## src/rtl/sha256_msg_padder.sv

```systemverilog
// Turns a stream of big-endian 32-bit message words into SHA-256 padded 512-bit blocks (16 words each).
// Optional feature: define SHA256_PADDER_BLKCNT_EN to add the blk_cnt block counter output.
module sha256_msg_padder #(
    parameter int LEN_W = 64
) (
    input  logic        clk,
    input  logic        reset,
    input  logic        in_valid,
    output logic        in_ready,
    input  logic [31:0] in_data,
    input  logic        in_last,
    input  logic [1:0]  in_nbytes,
    input  logic        in_empty,
    output logic        out_valid,
    input  logic        out_ready,
    output logic [31:0] out_data,
    output logic        out_sob,
    output logic        out_eom,
    output logic        busy
`ifdef SHA256_PADDER_BLKCNT_EN
    ,
    output logic [15:0] blk_cnt
`endif
);

    typedef enum logic [2:0] {
        S_IDLE,
        S_MSG,
        S_ONE,
        S_ZERO,
        S_LENH,
        S_LENL
    } state_t;

    state_t            state_reg, state_next;
    logic [3:0]        widx_reg;
    logic [LEN_W-1:0]  bits_reg, bits_next;
    logic              out_valid_reg;
    logic [31:0]       out_data_reg;
    logic              out_sob_reg;
    logic              out_eom_reg;
    logic              out_w15_reg;

    logic              load_en;
    logic              accept_state;
    logic              beat;
    logic [2:0]        beat_bytes;
    logic [63:0]       len64;
    logic              at13;
    logic              emit;
    logic [31:0]       emit_data;
    logic              emit_eom;

    assign load_en      = !out_valid_reg || out_ready;
    assign accept_state = (state_reg == S_IDLE) || (state_reg == S_MSG);
    // Gated with reset so in_ready reads 0 while reset is held.
    assign in_ready     = load_en && accept_state && reset;
    assign beat         = in_valid && in_ready;
    assign len64        = 64'(bits_reg);
    // The length words must occupy 14 and 15, so a pad word at 13 leads straight into them.
    assign at13         = (widx_reg == 4'd13);

    always_comb begin
        beat_bytes = 3'd4;
        if (in_last) begin
            if (in_empty)
                beat_bytes = 3'd0;
            else if (in_nbytes != 2'd0)
                beat_bytes = {1'b0, in_nbytes};
        end
    end

    always_comb begin
        state_next = state_reg;
        bits_next  = bits_reg;
        emit       = 1'b0;
        emit_data  = 32'h0000_0000;
        emit_eom   = 1'b0;
        case (state_reg)
            S_IDLE, S_MSG: begin
                if (beat) begin
                    emit      = 1'b1;
                    bits_next = bits_reg + LEN_W'({beat_bytes, 3'b000});
                    if (!in_last) begin
                        emit_data  = in_data;
                        state_next = S_MSG;
                    end else if (in_empty) begin
                        emit_data  = 32'h8000_0000;
                        state_next = at13 ? S_LENH : S_ZERO;
                    end else begin
                        case (in_nbytes)
                            2'd1:    emit_data = {in_data[31:24], 8'h80, 16'h0000};
                            2'd2:    emit_data = {in_data[31:16], 8'h80, 8'h00};
                            2'd3:    emit_data = {in_data[31:8], 8'h80};
                            default: emit_data = in_data;
                        endcase
                        if (in_nbytes == 2'd0)
                            state_next = S_ONE;
                        else
                            state_next = at13 ? S_LENH : S_ZERO;
                    end
                end
            end
            S_ONE: begin
                if (load_en) begin
                    emit       = 1'b1;
                    emit_data  = 32'h8000_0000;
                    state_next = at13 ? S_LENH : S_ZERO;
                end
            end
            S_ZERO: begin
                if (load_en) begin
                    emit = 1'b1;
                    if (at13)
                        state_next = S_LENH;
                end
            end
            S_LENH: begin
                if (load_en) begin
                    emit       = 1'b1;
                    emit_data  = len64[63:32];
                    state_next = S_LENL;
                end
            end
            S_LENL: begin
                if (load_en) begin
                    emit       = 1'b1;
                    emit_data  = len64[31:0];
                    emit_eom   = 1'b1;
                    bits_next  = '0;
                    state_next = S_IDLE;
                end
            end
            default: state_next = S_IDLE;
        endcase
    end

    always_ff @(posedge clk or negedge reset) begin
        if (!reset) begin
            state_reg     <= S_IDLE;
            widx_reg      <= 4'd0;
            bits_reg      <= '0;
            out_valid_reg <= 1'b0;
            out_data_reg  <= 32'h0000_0000;
            out_sob_reg   <= 1'b0;
            out_eom_reg   <= 1'b0;
            out_w15_reg   <= 1'b0;
        end else begin
            state_reg <= state_next;
            bits_reg  <= bits_next;
            if (load_en) begin
                out_valid_reg <= emit;
                if (emit) begin
                    out_data_reg <= emit_data;
                    out_sob_reg  <= (widx_reg == 4'd0);
                    out_eom_reg  <= emit_eom;
                    out_w15_reg  <= (widx_reg == 4'd15);
                    widx_reg     <= widx_reg + 4'd1;
                end
            end
        end
    end

`ifdef SHA256_PADDER_BLKCNT_EN
    logic [15:0] blk_cnt_reg;

    always_ff @(posedge clk or negedge reset) begin
        if (!reset)
            blk_cnt_reg <= 16'd0;
        else if (out_valid_reg && out_ready && out_w15_reg)
            blk_cnt_reg <= blk_cnt_reg + 16'd1;
    end

    assign blk_cnt = blk_cnt_reg;
`endif

    assign out_valid = out_valid_reg;
    assign out_data  = out_data_reg;
    assign out_sob   = out_sob_reg;
    assign out_eom   = out_eom_reg;
    assign busy      = (state_reg != S_IDLE);

endmodule
```

## config.mk

```make
export PLATFORM = sky130hd
export DESIGN_NAME = sha256_msg_padder
export DESIGN_NICKNAME = d
export VERILOG_FILES = /design/src/rtl/sha256_msg_padder.sv
export SDC_FILE = /design/constraint.sdc
export NUM_CORES = 1
export LEC_CHECK = 0
export CAP_MARGIN = 20
export CELL_PAD_IN_SITES_DETAIL_PLACEMENT = 0
export CELL_PAD_IN_SITES_GLOBAL_PLACEMENT = 1
export CORE_UTILIZATION = 30
export CTS_CLUSTER_DIAMETER = 100
export DETAILED_ROUTE_END_ITERATION = 6
export GPL_ROUTABILITY_DRIVEN = 1
export PLACE_DENSITY_LB_ADDON = 0.1
export SLEW_MARGIN = 15
export SYNTH_ARGS = -nofsm -noshare
export SYNTH_HDL_FRONTEND = slang
export SYNTH_SLANG_ARGS = --single-unit
export TNS_END_PERCENT = 20
```

## constraint.sdc

```tcl
create_clock -name clk -period 5.35 [get_ports clk]
set_clock_uncertainty 0.1 [all_clocks]
set_input_delay 0.8025 -clock clk [delete_from_list [all_inputs] [get_ports clk]]
set_output_delay 0.8025 -clock clk [all_outputs]
set_load 0.005 [all_outputs]
```

; Word level (Yosys, flattened, before mapping)
; Cells that the tools add are included.
[totals]
reg_bits = 106
out_inout_bits = 37
[classes]
addsub = 2
eq_ne = 15
muxes = 26
reduce_logical = 17
[ops]
columns = op, count
row1 = $mux W64, 2
row2 = $pmux W32 S4, 1
row3 = $pmux W64 S2, 1
row4 = $mux W32, 3
row5 = $pmux W24 S3, 1
row6 = $add A64 B6 Y64, 1
row7 = $mux W3, 13
row8 = $pmux W3 S5, 1
row9 = $ne A2 B2 Y1 const B, 6
row10 = $eq A3 B2 Y1 const B, 2
row11 = $eq A3 B3 Y1 const B, 2
row12 = $reduce_and A6 Y1, 1
row13 = $add A4 B1 Y4 const B, 1
row14 = $eq A2 B2 Y1 const B, 2
row15 = $eq A4 B4 Y1 const B, 1
row16 = $logic_not A4 Y1, 1
row17 = $reduce_bool A2 Y1, 2
row18 = $reduce_or A4 Y1, 1
row19 = $eq A3 B1 Y1 const B, 1
row20 = $logic_and A1 B1 Y1, 3
row21 = $logic_not A3 Y1, 1
row22 = $mux W1, 3
row23 = $reduce_and A3 Y1, 1
row24 = $reduce_bool A3 Y1, 1
row25 = 7 further kinds, 8

; Longest topological paths before layout
[depth]
word_depth = 8
ltp_mapped = 11
mapped_depth_nobuf = 9

; Worst setup path before layout
; OpenSTA, ideal clock, no wires.
[synth_path]
kind = input to register
from = input port in_last
to = register bits_reg[58]
arrival_ns = 3.165
path_slack_ns = 2.008
path_stages = 10
cell_sequence = clkbuf_1 > inv_1 > nor3b_1 > ha_1 > a21oi_1 > a211oi_2 > o2111ai_1 > buf_2 > or4_1 > a21oi_1
[synth_between]
elab_chain_len = 4
[synth_lines]
columns = element, line_no
row1 = start: declaration, 11  ; input logic in_last,
row2 = $mux W3, 65  ; if (in_last) begin
row3 = $add A64 B6 Y64, 83  ; bits_next = bits_reg + LEN_W'({beat_bytes, 3'b000});
row4 = $mux W64, 81  ; if (beat) begin
row5 = $pmux W64 S2, 79  ; case (state_reg)
row6 = end signal: assignment, 150  ; bits_reg <= bits_next;
row7 = end: declaration, 37  ; logic [LEN_W-1:0] bits_reg, bits_next;
; Every way passes these cells. The select of a mux whose other input is x is not followed.
; A chain may end at the register's enable or synchronous reset.

; Worst setup path after layout
[layout_path]
from = input port in_last
to = register bits_reg[62]
; The elaborated chain is that of the path after synthesis.

==> run summary <==
Combinational share of power -> 0.265
Clock power frac -> 0.308
Switching power -> 0.814 mW
Max Slew Vio Count -> 0
Largest net degree at the start of global routing -> 51
Fin. Hold Viols -> 0
Reg-to-Reg End -> bits_reg[62]$_DFFE_PN0P_
Hold Worst Slack -> 0.236 ns
Die area -> 19600 µm²
Layout area overhead -> 22.1%
# diodes -> 0
Worst Hold Class -> primary input to asynchronous set/reset pin
CTS tree -> built
Crit path top cell by count -> a21oi_1
Hold_buf cts -> 0
Worst path top cell family by delay -> compound AO/OA/AOI/OAI gates
FFs w/ async S/R, synth -> 1.00
Share of cells above drive strength 1 -> 0.0637
TritonCTS buffer count -> 9
CP startpoint -> in_last
Internal Power -> 1.54 mW
WL final -> 18.2 mm
Worst Path Required -> 5.53 ns
Clock Latency Late Sink -> 0.36 ns
Yosys warning count -> 0
Htree depth -> 3
Worst setup SP type -> primary input
Worst r2r src -> state_reg[1]$_DFFE_PN0P_
Flops & latches, synth -> 103
Number of vias per cell -> 5.72
Critical-path cell list -> clkdlybuf4s50_1 > inv_1 > nor3b_1 > ha_1 > a21oi_1 > a211oi_2 > o2111ai_1 > or4_1 > a21oi_1
I/O pins -> 77
Worst slew margin -> 0.414
DRT Pass-1 Iters -> 7
Sw Ratio -> 0.346
Clock transition at path regs -> 0.07 ns
Register area share after synthesis -> 0.452
Critical path endpoint -> bits_reg[62]$_DFFE_PN0P_
CP max FO -> 11
Worst VDD drop -> 0.000173 V
Gr ovfl total -> 0
Setup Buffers After CTS -> 0
Crit path largest cell delay -> 0.71 ns
Initial antenna violation count -> 0
First-pass GRT wire length -> 28.8 mm
Placed Instances -> 894
Worst reg2reg path depth -> 6
Max Freq -> 0.248 GHz
WP depth -> 9
Status -> finished, violations left
Largest cells by area after synthesis -> dfrtp_1, o21ai_0, nand2_1, a222oi_1, a21oi_1
Number of global-route vias before repair -> 4971
Syn Inst Count -> 613
Number of DRC markers in iteration 0 -> 361
Via count -> 5198
Remaining antenna violation count after routing -> 0
Share of the synthesized area in the top cell type -> 0.452
Maximum clock insertion buffer count -> 2
GRT Resource Usage Total -> 0.193
Slew at the pin closest to its max-slew limit -> 0.878 ns
Minimum clock period -> 4.04 ns
Fin crit share -> 0.754
Post-synth EDFFs -> 0
Failing checks -> DRC
Critical Path AT -> 4.21 ns
Initial Utilization -> 0.306
Sink Count -> 103
Buf/Inv on CP -> 2
Fin cells -> 909
Layout Nets -> 719
Root Buffer -> clkbuf_16
Routability Congestion -> 0.766
Post-synth cell types -> 58
Die width -> 140 µm
Synthesized area per cell -> 9.30 µm²
Leading area contributor after synthesis -> dfrtp_1
Register share of total power -> 0.428
Cell area after synthesis -> 5700 µm²
Max cap viols -> 0
Final Core Density -> 0.373
Slowest cell on crit path -> clkdlybuf4s50_1
Core area -> 18600 µm²
Synth Net Count -> 661
Primary FF master, synth -> dfrtp_1
Detailed-route DRC error count -> 7
Leak -> 2.71 nW
Detailed Place HPWL -> 13.0 mm
Crit end category -> flop
Setup TNS -> 0 ns
Post-cts gate resize count -> 0
DR WL/cell -> 20.0 µm
Largest register FFs -> 61
Rows -> 50
PD cells -> 338 nW/µm²
RSZ-0062 raised after global routing -> no
Input/output buffers -> 76
Final setup viols -> 0
Setup CP Type -> primary input to flop
Flop2flop setup slack -> 1.81 ns
Die H -> 140 µm
## cells by family (layout without fill, tap and decap cells)
family                   after synthesis  after routing  share of synthesized area
multiplexers                           2              2                    0.00373
XOR/XNOR                              25             25                     0.0384
buffers and inverters                 45            107                     0.0349
adder cells (fa/ha/maj)                8              8                     0.0189
flip-flops                           103            103                      0.452
AO/OA/AOI/OAI                        177            177                      0.210
AND/OR/NAND/NOR                      253            253                      0.242
## layout make-up
cell class | instances | area [µm²]
clock inverters | 4 | 70.1
flip-flops and latches | 103 | 2580
fillers | 1898 | 11700
well taps | 234 | 293
repair buffers | 83 | 811
inverters | 9 | 33.8
clock buffers | 11 | 243
multi-input cells | 465 | 2930
## cells in the mapped netlist, drive strengths merged, types with 2 or more instances
master     n
and2       8
or4       12
a222oi    28
o21ai     67
nor4       5
o31a       2
xor2      14
a22o       2
nor3b      4
nor3       9
and4       4
nand3     24
o211ai     4
ha         7
o31ai     13
o2111ai    3
or3       26
clkbuf    29
xnor2     11
nand2b     4
a22oi      3
nor2      41
and3       8
inv        9
a21oi     42
a211oi     3
buf        6
a21o       2
o41ai      2
nand2     79
dfrtp    103
nor2b      2
a2111oi    2
nand4     22
## per-layer routing
| layer | global-route usage | vias to the layer above | share of wire |
|---|---|---|---|
| met3 | 0.0282 | 25 | 0.058 |
| met5 | 0 | - | 0 |
| met2 | 0.301 | 155 | 0.45 |
| met4 | 0.0769 | 0 | 0.021 |
| met1 | 0.270 | 2598 | 0.47 |
| li1 | - | 2420 | - |
## layout by cell type, fill, tap and decap left out, types with 3 or more instances in the layout
master,synthesis,routed
inv_1,9,9
nand2_2,2,3
nor4_1,3,3
nand2_1,77,76
or3_1,26,26
buf_4,0,8
o31ai_1,13,13
nand4_1,17,17
o21ai_0,66,66
dfrtp_1,103,103
a22oi_1,3,3
ha_1,7,7
or4_1,12,12
nand4_2,3,3
o211ai_1,4,4
nor3b_1,4,3
o2111ai_1,3,3
nand2b_1,4,4
nor3_1,7,7
nand3_1,24,24
and4_1,4,4
and2_1,8,7
a222oi_1,28,28
and3_1,8,8
clkdlybuf4s50_1,0,75
nor2_1,41,41
xnor2_1,11,11
a21oi_1,42,42
clkbuf_16,0,9
xor2_1,14,14
## worst min path at each step
stage                         from                       end  slack, ns  cells past startpoint
3_5_place_dp   out_sob$_DFFE_PN0P_       out_sob$_DFFE_PN0P_       0.37                      2
2_1_floorplan  out_eom$_DFFE_PN0P_       out_eom$_DFFE_PN0P_       0.37                      2
6_report                     reset  state_reg[2]$_DFFE_PN0P_       0.24                      1
3_3_place_gp   out_sob$_DFFE_PN0P_       out_sob$_DFFE_PN0P_       0.36                      2
4_1_cts                      reset  state_reg[2]$_DFFE_PN0P_       0.24                      1
5_1_grt                      reset  state_reg[0]$_DFFE_PN0P_       0.25                      1
## power by group through the flow
| stage | registers [mW] | logic, mW | clock network (mW) |
|---|---|---|---|
| floorplan | 0.954 | 0.400 | 0 |
| finish | 1.01 | 0.622 | 0.724 |
| global placement | 1.02 | 0.623 | 0 |
| global route | 1.02 | 0.699 | 0.777 |
| CTS | 1.01 | 0.636 | 0.741 |
| detailed placement | 1.02 | 0.633 | 0 |
## stage by stage
step	instance area [µm²]	power, mW	worst slack, ns
after floorplan	5700	1.35	2.01
after global placement	6650	1.64	1.10
after detailed placement	6650	1.65	0.973
after CTS	6960	2.38	1.33
after global routing	6960	2.50	1.00
final	6960	2.35	1.31
(Power assumes the default switching activity.)
